<file path="src/rtl/tug_pkg.sv">
// Shared types for the tug-of-war game core: game state and round-winner codes.
package tug_pkg;

    typedef enum logic [1:0] {
        PLAY      = 2'd0,
        ROUND_END = 2'd1,
        MATCH_END = 2'd2
    } tug_state_t;

    localparam logic [1:0] WIN_NONE  = 2'b00;
    localparam logic [1:0] WIN_RIGHT = 2'b01;
    localparam logic [1:0] WIN_LEFT  = 2'b10;

endpackage

</file>
<file path="src/rtl/tug_arena_if.sv">
// Player-press and display bundle between the press conditioners, the game core and the displays.
interface tug_arena_if #(
    parameter int N_LIGHTS = 9
) ();

    logic                left_press;
    logic                right_press;
    logic                new_match;
    logic [N_LIGHTS-1:0] lights;
    logic [3:0]          left_score;
    logic [3:0]          right_score;
    logic                round_done;
    logic [1:0]          round_winner;
    logic                match_over;
    logic                match_winner;

    modport master (
        output left_press, right_press, new_match,
        input  lights, left_score, right_score, round_done,
        input  round_winner, match_over, match_winner
    );

    modport slave (
        input  left_press, right_press, new_match,
        output lights, left_score, right_score, round_done,
        output round_winner, match_over, match_winner
    );

endinterface

</file>
<file path="src/rtl/tug_arena_hold_timer.sv">
// Loadable down-counter that times the blank period between rounds.
module hold_timer #(
    parameter int HOLD_CYCLES = 4,
    parameter int LOAD_VALUE  = HOLD_CYCLES - 1
) (
    input  logic clk,
    input  logic reset,
    input  logic load,
    input  logic clear,
    output logic done
);

    localparam int W = $clog2(HOLD_CYCLES + 1);

    logic [W-1:0] r_count;

    always_ff @(posedge clk or posedge reset) begin
        if (reset) begin
            r_count <= '0;
        end else if (clear) begin
            r_count <= '0;
        end else if (load) begin
            r_count <= W'(LOAD_VALUE);
        end else if (r_count != '0) begin
            r_count <= r_count - W'(1);
        end
    end

    assign done = (r_count == '0);

endmodule

</file>
<file path="src/rtl/tug_arena.sv">
// Tug-of-war game core: rope position, per-player round scores and best-of match control.
module tug_arena
    import tug_pkg::*;
#(
    parameter int N_LIGHTS    = 9,
    parameter int WIN_SCORE   = 7,
    parameter int HOLD_CYCLES = 4
) (
    input  logic        clk,
    input  logic        reset,
    tug_arena_if.slave  bus
);

    localparam int             PW     = $clog2(N_LIGHTS);
    localparam logic [PW-1:0]  CENTER = PW'((N_LIGHTS - 1) / 2);
    localparam logic [PW-1:0]  LAST   = PW'(N_LIGHTS - 1);
    localparam logic [3:0]     WIN    = 4'(WIN_SCORE);

    tug_state_t    r_state;
    logic [PW-1:0] r_pos;
    logic [3:0]    r_left_score;
    logic [3:0]    r_right_score;
    logic          r_round_done;
    logic [1:0]    r_round_winner;
    logic          r_match_winner;

    logic       w_right_only;
    logic       w_left_only;
    logic       w_right_win;
    logic       w_left_win;
    logic [3:0] w_right_next;
    logic [3:0] w_left_next;
    logic       w_timer_load;
    logic       w_timer_done;

    assign w_right_only = bus.right_press & ~bus.left_press;
    assign w_left_only  = bus.left_press & ~bus.right_press;
    assign w_right_win  = (r_state == PLAY) & ~bus.new_match & w_right_only & (r_pos == '0);
    assign w_left_win   = (r_state == PLAY) & ~bus.new_match & w_left_only & (r_pos == LAST);

    assign w_right_next = (r_right_score < WIN) ? r_right_score + 4'd1 : r_right_score;
    assign w_left_next  = (r_left_score < WIN) ? r_left_score + 4'd1 : r_left_score;

    assign w_timer_load = (w_right_win & (w_right_next != WIN)) |
                          (w_left_win & (w_left_next != WIN));

    // The deciding edge already opens the first blank cycle, so the timer runs one short.
    hold_timer #(
        .HOLD_CYCLES(HOLD_CYCLES),
        .LOAD_VALUE (HOLD_CYCLES - 1)
    ) u_hold_timer (
        .clk  (clk),
        .reset(reset),
        .load (w_timer_load),
        .clear(bus.new_match),
        .done (w_timer_done)
    );

    always_ff @(posedge clk or posedge reset) begin
        if (reset) begin
            r_state        <= PLAY;
            r_pos          <= CENTER;
            r_left_score   <= '0;
            r_right_score  <= '0;
            r_round_done   <= 1'b0;
            r_round_winner <= WIN_NONE;
            r_match_winner <= 1'b0;
        end else begin
            r_round_done <= 1'b0;
            if (bus.new_match) begin
                r_state        <= PLAY;
                r_pos          <= CENTER;
                r_left_score   <= '0;
                r_right_score  <= '0;
                r_round_winner <= WIN_NONE;
                r_match_winner <= 1'b0;
            end else begin
                case (r_state)
                    PLAY: begin
                        if (w_right_win) begin
                            r_right_score  <= w_right_next;
                            r_round_winner <= WIN_RIGHT;
                            r_round_done   <= 1'b1;
                            if (w_right_next == WIN) begin
                                r_state        <= MATCH_END;
                                r_match_winner <= 1'b0;
                            end else begin
                                r_state <= ROUND_END;
                            end
                        end else if (w_left_win) begin
                            r_left_score   <= w_left_next;
                            r_round_winner <= WIN_LEFT;
                            r_round_done   <= 1'b1;
                            if (w_left_next == WIN) begin
                                r_state        <= MATCH_END;
                                r_match_winner <= 1'b1;
                            end else begin
                                r_state <= ROUND_END;
                            end
                        end else if (w_right_only) begin
                            r_pos <= r_pos - PW'(1);
                        end else if (w_left_only) begin
                            r_pos <= r_pos + PW'(1);
                        end
                    end
                    ROUND_END: begin
                        if (w_timer_done) begin
                            r_state <= PLAY;
                            r_pos   <= CENTER;
                        end
                    end
                    default: begin
                    end
                endcase
            end
        end
    end

    assign bus.lights       = (r_state == PLAY) ? (N_LIGHTS'(1) << r_pos) : '0;
    assign bus.left_score   = r_left_score;
    assign bus.right_score  = r_right_score;
    assign bus.round_done   = r_round_done;
    assign bus.round_winner = r_round_winner;
    assign bus.match_over   = (r_state == MATCH_END);
    assign bus.match_winner = r_match_winner;

endmodule

</file>
<file path="src/flat_wrapper.sv">
// flat-port wrapper written by rule: the top's interface ports become plain ports
module tug_arena_flat import tug_pkg::*;
#(
    parameter int N_LIGHTS    = 9,
    parameter int WIN_SCORE   = 7,
    parameter int HOLD_CYCLES = 4
)
  (clk, reset, bus_left_press, bus_right_press, bus_new_match, bus_lights, bus_left_score, bus_right_score, bus_round_done, bus_round_winner, bus_match_over, bus_match_winner);
  tug_arena_if #(.N_LIGHTS(N_LIGHTS)) bus_i ();
  input  logic clk;
  input  logic reset;
  input wire logic [$bits(bus_i.left_press)-1:0] bus_left_press;
  input wire logic [$bits(bus_i.right_press)-1:0] bus_right_press;
  input wire logic [$bits(bus_i.new_match)-1:0] bus_new_match;
  output wire logic [$bits(bus_i.lights)-1:0] bus_lights;
  output wire logic [$bits(bus_i.left_score)-1:0] bus_left_score;
  output wire logic [$bits(bus_i.right_score)-1:0] bus_right_score;
  output wire logic [$bits(bus_i.round_done)-1:0] bus_round_done;
  output wire logic [$bits(bus_i.round_winner)-1:0] bus_round_winner;
  output wire logic [$bits(bus_i.match_over)-1:0] bus_match_over;
  output wire logic [$bits(bus_i.match_winner)-1:0] bus_match_winner;
  assign bus_i.left_press = bus_left_press;
  assign bus_i.right_press = bus_right_press;
  assign bus_i.new_match = bus_new_match;
  assign bus_lights = bus_i.lights;
  assign bus_left_score = bus_i.left_score;
  assign bus_right_score = bus_i.right_score;
  assign bus_round_done = bus_i.round_done;
  assign bus_round_winner = bus_i.round_winner;
  assign bus_match_over = bus_i.match_over;
  assign bus_match_winner = bus_i.match_winner;
  tug_arena #(.N_LIGHTS(N_LIGHTS), .WIN_SCORE(WIN_SCORE), .HOLD_CYCLES(HOLD_CYCLES)) u_core (.clk(clk), .reset(reset), .bus(bus_i));
endmodule
</file>
<file path="config.mk">
export PLATFORM = sky130hd
export DESIGN_NAME = tug_arena_flat
export DESIGN_NICKNAME = d
export VERILOG_FILES = /design/src/rtl/tug_pkg.sv /design/src/rtl/tug_arena_if.sv /design/src/rtl/tug_arena_hold_timer.sv /design/src/rtl/tug_arena.sv /design/src/flat_wrapper.sv
export SDC_FILE = /design/constraint.sdc
export NUM_CORES = 1
export LEC_CHECK = 0
export ABC_AREA = 1
export ABC_CLOCK_PERIOD_IN_PS = 3100
export BUFFER_PORTS_ARGS = -buffer_cell sky130_fd_sc_hd__clkbuf_2
export CORE_AREA = 2 2 82 84
export DETAILED_ROUTE_END_ITERATION = 12
export DIE_AREA = 0 0 84 86
export HOLD_SLACK_MARGIN = 0.08
export PLACE_DENSITY_LB_ADDON = 0.25
export SLEW_MARGIN = 20
export SYNTH_ARGS = -nofsm -noshare
export SYNTH_HDL_FRONTEND = slang
export SYNTH_SLANG_ARGS = --single-unit
</file>
<file path="constraint.sdc">
create_clock -name clk -period 3.1 [get_ports clk]
set_input_delay 0.465 -clock clk [delete_from_list [all_inputs] [get_ports clk]]
set_output_delay 0.465 -clock clk [all_outputs]
set_load 0.005 [all_outputs]
</file>
* Word-level counts from Yosys, hierarchy flattened
Cells that the tools add are included.
** Storage, ports and cells
- Word-level logic and storage cells :: 101
- Register bits after elaboration :: 21
- Output and inout bits :: 22
** Cells by class
- Reductions and logical operators :: 17
- Order comparisons :: 2
- Equal/unequal tests :: 14
- Muxes and demuxes :: 41
- Bitwise operators :: 13
- Shift-type cells :: 1
- Add/sub/neg operators :: 5
** Operators with widths (count)
- two-way mux 4 bit :: 15
- two-way mux 2 bit :: 10
- nonzero test 3 bit :: 5
- adder 4 x 1 -> 4 bit, second input constant :: 3
- != test 3 bit, second input constant :: 4
- two-way mux 1 bit :: 10
- AND 1 bit :: 9
- two-way mux 3 bit :: 3
- two-way mux 9 bit :: 1
- left shift 1 x 4 -> 9 bit, first input constant :: 1
- equality test 4 x 3 -> 1 bit, second input constant :: 2
- less-than comparator 4 x 3 -> 1 bit, second input constant :: 2
- != test 4 x 2 -> 1 bit, second input constant :: 2
- != test 4 x 3 -> 1 bit, second input constant :: 2
- one-hot mux 4 bit (2 select lines) :: 1
- AND reduction 3 bit :: 2
- nonzero test 2 bit :: 3
- AND reduction 5 bit :: 1
- equality test 4 bit, second input constant :: 1
- logical NOT 4 bit :: 1
- one-hot mux 2 bit (2 select lines) :: 1
- AND reduction 2 bit :: 2
- AND reduction 4 bit :: 1
- subtractor 4 x 1 -> 4 bit, second input constant :: 1
- other kinds (8) :: 10

* Depth between registers and ports, before layout
Gate-level depths: netlist of the first run.
- Depth in word-level cells :: 8
- Depth in mapped cells :: 11
- Depth with buffers taken out :: 11

* Cells and area by module
Synthesis of the first run repeated with hierarchy kept, for this count alone.
** Unflattened totals
- Cell total of the unflattened synthesis :: 203
- Area total of the unflattened synthesis :: 1411.4 um2
** Modules (own cells, without submodules)
- tug_arena :: area an instance 1223.7 um2, times used 1, cells an instance 179, seq. area each 451.7 um2
- hold_timer :: area an instance 187.7 um2, times used 1, cells an instance 24, seq. area each 75.1 um2

* Worst setup path before layout of the first run
Ideal clock, no wire load.
- Kind :: input -> register
- From :: in bus_left_press
- To :: reg u_core.r_pos[3]
- Slack :: 1.419 ns
- Stages :: 8
- Arrival :: 1.552 ns
- Library setup time :: 0.130 ns
- Cell sequence :: inv_1 > ha_1 > ha_1 > a21oi_1 > nand2_1 > xnor2_1 > nand3_1 > o21ai_0
** On the way
- Longest elaborated chain between the ends :: 7
** RTL lines
- start, declared :: RTL line flat_wrapper.sv:12 : input wire logic [$bits(bus_i.left_press)-1:0] bus_left_press;
- inverter 1 bit :: RTL line tug_arena.sv:36 : assign w_right_only = bus.right_press & ~bus.left_press;
- AND 1 bit :: RTL line tug_arena.sv:36
- two-way mux 4 bit :: RTL line tug_arena.sv:100 : end else if (w_right_only) begin
- two-way mux 4 bit :: RTL line tug_arena.sv:90 : end else if (w_left_win) begin
- two-way mux 4 bit :: RTL line tug_arena.sv:80 : if (w_right_win) begin
- one-hot mux 4 bit (2 select lines) :: RTL line tug_arena.sv:78 : case (r_state)
- two-way mux 4 bit :: RTL line tug_arena.sv:70 : if (bus.new_match) begin
- end signal, assigned :: RTL line tug_arena.sv:101 : r_pos <= r_pos - PW'(1);
- end signal, assigned :: RTL line tug_arena.sv:103 : r_pos <= r_pos + PW'(1);
- end, declared :: RTL line tug_arena.sv:20 : logic [PW-1:0] r_pos;
Several ways; a longest one is shown, not always the timed one. The select of a mux whose other input is x is not followed.
A chain may end at the register's enable or synchronous reset.

* Final worst setup path of the first run
- From :: reg u_core.r_pos[1]
- To :: out bus_lights[8]
** On the way
- Longest elaborated chain between the ends :: 2
** RTL lines
- left shift 1 x 4 -> 9 bit :: RTL line tug_arena.sv:119 : assign bus.lights = (r_state == PLAY) ? (N_LIGHTS'(1) << r_pos) : '0;
- two-way mux 9 bit :: RTL line tug_arena.sv:119
- end, declared :: RTL line flat_wrapper.sv:15 : output wire logic [$bits(bus_i.lights)-1:0] bus_lights;
Every way passes these cells.

==> metrics.md, run 1 <==
| Metric | Value |
|---|---|
| Worst Hold Class | in2async |
| Status | finished, final reports clean |
| Top post-synthesis cells by area | dfrtp_1 36%, nand2_1 12%, ha_1 7.1% |
| Most used DFF post-synth | dfrtp_1 |
| Rows | 29 |
| CP Capture Type | output port |
| CTS Buf Count | 3 |
| Wire length per cell | approximately 11 um |
| Max-cap viol count | 0 |
| Pleak | 0.881 nW |
| Clock buffer depth | 2 |
| Filler cells | between 600 and 700 |
| Total grt overflow | 0 |
| Critical path class | reg2out |
| Tcrit/Tclk final | between 50% and 60% |
| EDFF count, synth | 0 |
| Syn. warnings | 0 |
| Reg-to-reg critical path startpoint | u_core.bus.left_score[0] |
| Core ar. | 6280 um2 |
| Cells on worst reg2reg path | 9 |
| Fin Clk Skew | between 0.005 and 0.006 ns |
| Residual DRC | 0 |
| Initial DRC count | 48 |
| Worst EP arrival | between 1 and 1.5 ns |
| WL final | 3000 um |
| Peak VDD IR | between 0.2 and 0.25 mV |
| CTS-repair resized insts | 0 |
| Share of layout cells above drive strength 1 | approximately 23% |
| Slew HR | a little under half |
| Worst EP required | roughly 2.6 ns |
| Yosys reg bits | 21 |
| Area Growth Syn to Fin | 18.9% |
| Die ar. | between 7000 and 8000 um2 |
| Most frequent cells in the layout | 43 x nand2_1, 26 x clkbuf_2, 24 x inv_1 |
| Cts hold-fix bufs | 0 |
| Die height | about 86 um |
| RSZ-0062 raised after global routing | no |
| Clock net sink count | 21 |
| Port bufs | 26 |
| First-pass GRT wire length | ~5300 um |
| RR Endpoint | u_core.u_hold_timer.r_count[0] |
| Hold Violations, Final | 0 |
| Minimum clock period | ~1.8 ns |
| Worst skew pair latency | approximately 0.26 ns |
| Synth top area share | a little over a third |
| Actual slew at the worst max-slew pin | roughly 0.82 ns |
| Vias per cell | ~4.2 |
| Syn avg cell area | ~7.9 um2 |
| Mapped Area | roughly 1400 um2 |
| Pin count of the biggest net entering global routing | 22 |
| Clock slew at reported path FFs | 0.08 ns |
| Setup Fix Bufs, Post-CTS | 0 |
| Tot GR Track Use | a little under a tenth |
| Initial core utilization | ~22% |
| Post-Syn Instances | between 150 and 200 |
| Async S/R FF share, synth | 100% |
| Finish-stage setup viols | 0 |
| Max Freq | around 550 MHz |
| Pre-CTS WS | roughly 1.2 ns |
| Final Wtd Congestion | 0.742 |
| CP max FO | 6 |
| Placed Cells | 280 |
| Vias in the first global route | about 1100 |
| CP startpoint | u_core.r_pos[1] |
| Final WS setup | 1.28 ns |
| Post-Syn Nets | 192 |
| Sequential fraction of the synthesis area | a little under two fifths |
| Flop2flop setup slack | roughly 1.5 ns |
| Cell taking the most area after synthesis | dfrtp_1 |
| Final design utilization | a little over a quarter |
| Setup TNS | 0 ns |
| DRT Pass-1 Iters | 4 |
| Io pins | 27 |
| CTS H-Tree Depth | 1 |
| Crit start category | flip-flop |
| DRT antenna net count | 0 |
| Via count | 1184 |
| Nets | 222 |
| Post-layout total power | approximately 1.0 mW |
| Root buffer cell | clkbuf_8 |
| Post-DP HPWL | 2410 um |
| Power per cell area | approximately 620 nW/um2 |
| Die X | ~84 um |
| Fin cells | around 280 |
| Max Transition Viols Final | 0 |
| # diodes | 0 |
| CTS tree | done |
| Synth unique cells | 30 |
| Initial antenna violation count | 0 |
| Leading cell type in the layout, fill and taps excluded | nand2_1 |
-- where the power goes --
group	internal, mW	switching, mW
Clock	0.0896	0.0906
Sequential	0.328	0.0579
Combinational	0.198	0.276
Total	0.616	0.425
-- through the flow --
step	hold WS, ns	area (um2)
floorplan	0.441	1400
global placement	0.512	1620
detailed placement	0.511	1620
CTS	0.367	1670
global route	0.412	1670
finish	0.332	1670
-- routing by layer --
metal  wire (um)  global-route usage (%)  share of wire [%]  vias up
li1            -                       -                  -      626
met1        1450                    11.5                 48      530
met2        1370                    15.1                 46       26
met3         150                    2.79                5.0        2
met4          28                    2.20               0.93        0
met5           0                       0                  0        -
-- cells in the mapped netlist (2+ instances only) --
library cell	n
nand2_1	43
inv_1	24
dfrtp_1	20
nor2_1	15
nand3_1	14
o21ai_0	10
a21oi_1	8
ha_1	8
inv_2	4
xnor2_1	4
nand2_2	3
nand3b_1	3
nor2_4	3
nand3_4	2
nor3_1	2
-- cells by family (layout without fill, tap and decap cells) --
family | count (synthesis) | in the layout | share of synthesized area [%]
simple gates | 92 | 92 | 34.1
buf+inv | 29 | 58 | 8.04
compound gates | 21 | 21 | 7.86
flops | 21 | 21 | 37.6
fa+ha+maj | 9 | 9 | 8.57
xor+xnor | 5 | 5 | 3.12
mux | 1 | 1 | 0.714
-- state kept, by name (all words and copies together) (netlist names) --
name                         flops
u_core.u_hold_timer.r_count      3
u_core.bus.left_score            4
u_core.bus.round_winner          2
u_core.bus.right_score           4
u_core.bus.round_done            1
u_core.r_state                   2
u_core.bus.match_winner          1
u_core.r_pos                     4
-- worst max-delay path, stage by stage (launching register included) --
cell and delay, ns:
dfrtp_1 0.47, nor2_1 0.16, nand2_2 0.12, nor3_1 0.20
clkbuf_2 0.16
-- worst max path at each step --
stage                            to  slack [ns]  cells after the start
finish                bus_lights[8]        1.28                      4
global placement    u_core.r_pos[3]        1.24                      9
floorplan           u_core.r_pos[3]        1.42                      8
detailed placement  u_core.r_pos[3]        1.22                      9
global route          bus_lights[7]        1.15                      4
CTS                   bus_lights[8]        1.26                      4
-- cell type report --
| class | instances | area, um2 | share of cell area [%] |
|---|---|---|---|
| Multi-Input combinational cell | 128 | 762 | 45.7 |
| Sequential cell | 21 | 527 | 31.6 |
| Timing Repair Buffer | 26 | 130 | 7.81 |
| Inverter | 28 | 105 | 6.31 |
| Tap cell | 77 | 96.3 | 5.78 |
| Clock buffer | 3 | 41.3 | 2.48 |
| Clock inverter | 1 | 5.00 | 0.300 |
(Power assumes the default switching activity.)
==> run 2, diff against run 1 <==
ABC_CLOCK_PERIOD_IN_PS = 1760   (was 3100)
clock period = 1.76 ns   (was 3.1 ns; I/O delays follow)
==> run 2 against run 1 <==
Clock power increased by 78%. Critical path depth unchanged. Sequential cell count unchanged. Global-route usage increased by 0.64 points. Highest routed layer unchanged.
==> metrics.md, run 2 (synthesized netlist as in run 1, its figures left out) <==
| Metric | Value |
|---|---|
| Status | finished, final reports clean |
| Fin Clk Skew | 0.00619 ns (+0.000293 ns) |
| First-pass GRT wire length | 5640 um (+5.8%) |
| Rows | 29 (unchanged) |
| Fin cells | 292 (+2.8%) |
| Total placed instance area | 1660 um2 (+2.3%) |
| CP bufs+invs | 1 (unchanged) |
| Critical path's slowest cell | dfrtp_1 |
| Most frequent cells in the layout | 42 x nand2_1, 26 x clkbuf_2, 24 x inv_1 |
| Flop2flop setup slack | 0.19 ns (-1.26 ns) |
| CTS Buf Count | 3 (unchanged) |
| CTS tree | done |
| Die ar. | 7220 um2 (unchanged) |
| Finish-stage setup viols | 0 (unchanged) |
| Placed Cells | 285 (+1.8%) |
| Tot GR Track Use | 9.69% (+0.64 points) |
| RSZ-0062 raised after global routing | no |
| Actual slew at the worst max-slew pin | 0.443 ns (-0.377 ns) |
| CP Capture Type | output port |
| Share of layout cells above drive strength 1 | 26.5% (+3.3 points) |
| Post-layout total power | 1.88 mW (+81%) |
| Total grt overflow | 0 (unchanged) |
| Minimum clock period | approximately 1.6 ns |
| Leading cell type in the layout, fill and taps excluded | nand2_1 |
| Final Wtd Congestion | 0.733 (-1.1%) |
| Die height | 86 um (unchanged) |
| Initial core utilization | 22.3% (unchanged) |
| Power per cell area | 1080 nW/um2 (+74%) |
| RR Endpoint | u_core.u_hold_timer.r_count[1] |
| Clock buffer depth | 2 (unchanged) |
| Max Freq | between 600 and 700 MHz |
| Initial antenna violation count | 0 (unchanged) |
| Wire length per cell | 10.7 um (+1.5%) |
| Worst skew pair latency | 0.26 ns (about the same) |
| Hold Crit Depth | 3 |
| DRT Pass-1 Iters | 2 (-2) |
| Via count | 1207 (+1.9%) |
| Post-DP HPWL | 2460 um (+1.9%) |
| Critical path class | reg2out |
| Worst EP arrival | 1.37 ns (+0.02 ns) |
| Pre-CTS WS | 0.0366 ns (-1.18 ns) |
| Initial DRC count | 45 (-6.3%) |
| Residual DRC | 0 (unchanged) |
| CTS H-Tree Depth | 1 (unchanged) |
| Area Growth Syn to Fin | 23.7% |
| Worst Hold Class | in2reg |
| CP Cell Sequence | nor2_1 > nand2_2 > nor3_1 > clkbuf_2 |
| Port bufs | 26 (unchanged) |
| Slew HR | 70.4% (+25 points) |
| Vias in the first global route | 1184 (+3.7%) |
| Reg-to-reg critical path startpoint | u_core.bus.left_score[1] |
| Die X | 84 um (unchanged) |
| Max-cap viol count | 0 (unchanged) |
| WL final | 3130 um (+4.3%) |
| Core ar. | 6280 um2 (unchanged) |
| Vias per cell | 4.13 (-0.85%) |
| Hold Worst Slack | 0.321 ns (-0.0112 ns) |
| Hold Violations, Final | 0 (unchanged) |
| Pleak | 0.921 nW (+4.6%) |
| Root buffer cell | clkbuf_8 |
| Worst EP required | 1.50 ns (-1.13 ns) |
| Clock slew at reported path FFs | 0.08 ns (about the same) |
| # diodes | 0 (unchanged) |
| Crit start category | flip-flop |
| Clock net sink count | 21 (unchanged) |
| Slowest Stage Delay on Critical Path | 0.47 ns (about the same) |
| Peak VDD IR | 0.564 mV (+140%) |
| Nets | 230 (+3.6%) |
| Final WS setup | 0.126 ns (-1.15 ns) |
| Max Transition Viols Final | 0 (unchanged) |
| Setup TNS | 0 ns (unchanged) |
| Final instance area | 1730 um2 (+4.0%) |
| Pin count of the biggest net entering global routing | 22 (unchanged) |
| Tcrit/Tclk final | between 90% and 100% |
| Cells on worst reg2reg path | 9 (unchanged) |
| Hold path start | bus_new_match |
| Final design utilization | 27.6% (+1.1 points) |
| Io pins | 27 (unchanged) |
| CP delay by family, top | simple AND/OR/NAND/NOR gates |
| Worst Hold End | u_core.bus.left_score[3] |
| DRT antenna net count | 0 (unchanged) |
| CP max FO | 6 (unchanged) |
-- run 2: changes by cell type in the layout (fill, tap and decap cells not counted), sizes merged --
cell / change
buf: +7
dlygate4sd3: +1
-- run 2: worst max path at each step --
stage,start,endpoint,slack (ns),cells past startpoint
after global routing,u_core.r_pos[3],bus_lights[7],0.002,4
final,u_core.r_pos[1],bus_lights[8],0.13,4
after CTS,u_core.bus.left_score[1],u_core.u_hold_timer.r_count[1],0.09,9
after detailed placement,bus_left_press,u_core.r_pos[3],0.04,9
after floorplan,bus_left_press,u_core.r_pos[3],0.28,8
after global placement,bus_left_press,u_core.r_pos[3],0.10,9
-- run 2: routing by layer --
| metal | GRT usage (%) | vias up | part of all wire (%) |
|---|---|---|---|
| met3 | 3.08 | 2 | 5.0 |
| li1 | - | 642 | - |
| met2 | 15.8 | 23 | 45 |
| met4 | 1.76 | 0 | 0.77 |
| met5 | 0 | - | 0 |
| met1 | 12.8 | 540 | 49 |
-- run 2: worst reg2reg max path: cells and delay by family, from the launching register on --
family	cells	cell delay [ns]
adder cells (fa/ha/maj)	1	0.22
AO/OA/AOI/OAI	1	0.20
buffers and inverters	1	0.04
AND/OR/NAND/NOR	6	0.59
flip-flops	1	0.41
-- run 2: timing repair --
item                                   4_1_cts  5_1_grt
setup endpoints to repair                    0        4
resized for setup                            0        3
setup buffers                                0        2
hold buffers                                 1        0
endpoints found under the hold margin       20        0
-- run 2: final cells by class --
type / count / area (um2)
Tap cell: 77 / 96.3
Clock inverter: 1 / 5.00
Timing Repair Buffer: 34 / 193
Clock buffer: 3 / 41.3
Sequential cell: 21 / 528
Multi-Input combinational cell: 128 / 764
Fill cell: 693 / 4540
Inverter: 28 / 105
-- run 2: report_power, final --
part	switching [mW]	leakage [nW]	internal, mW
sequential	0.0977	0.282	0.578
combinational	0.503	0.614	0.380
clock	0.162	0.0255	0.158
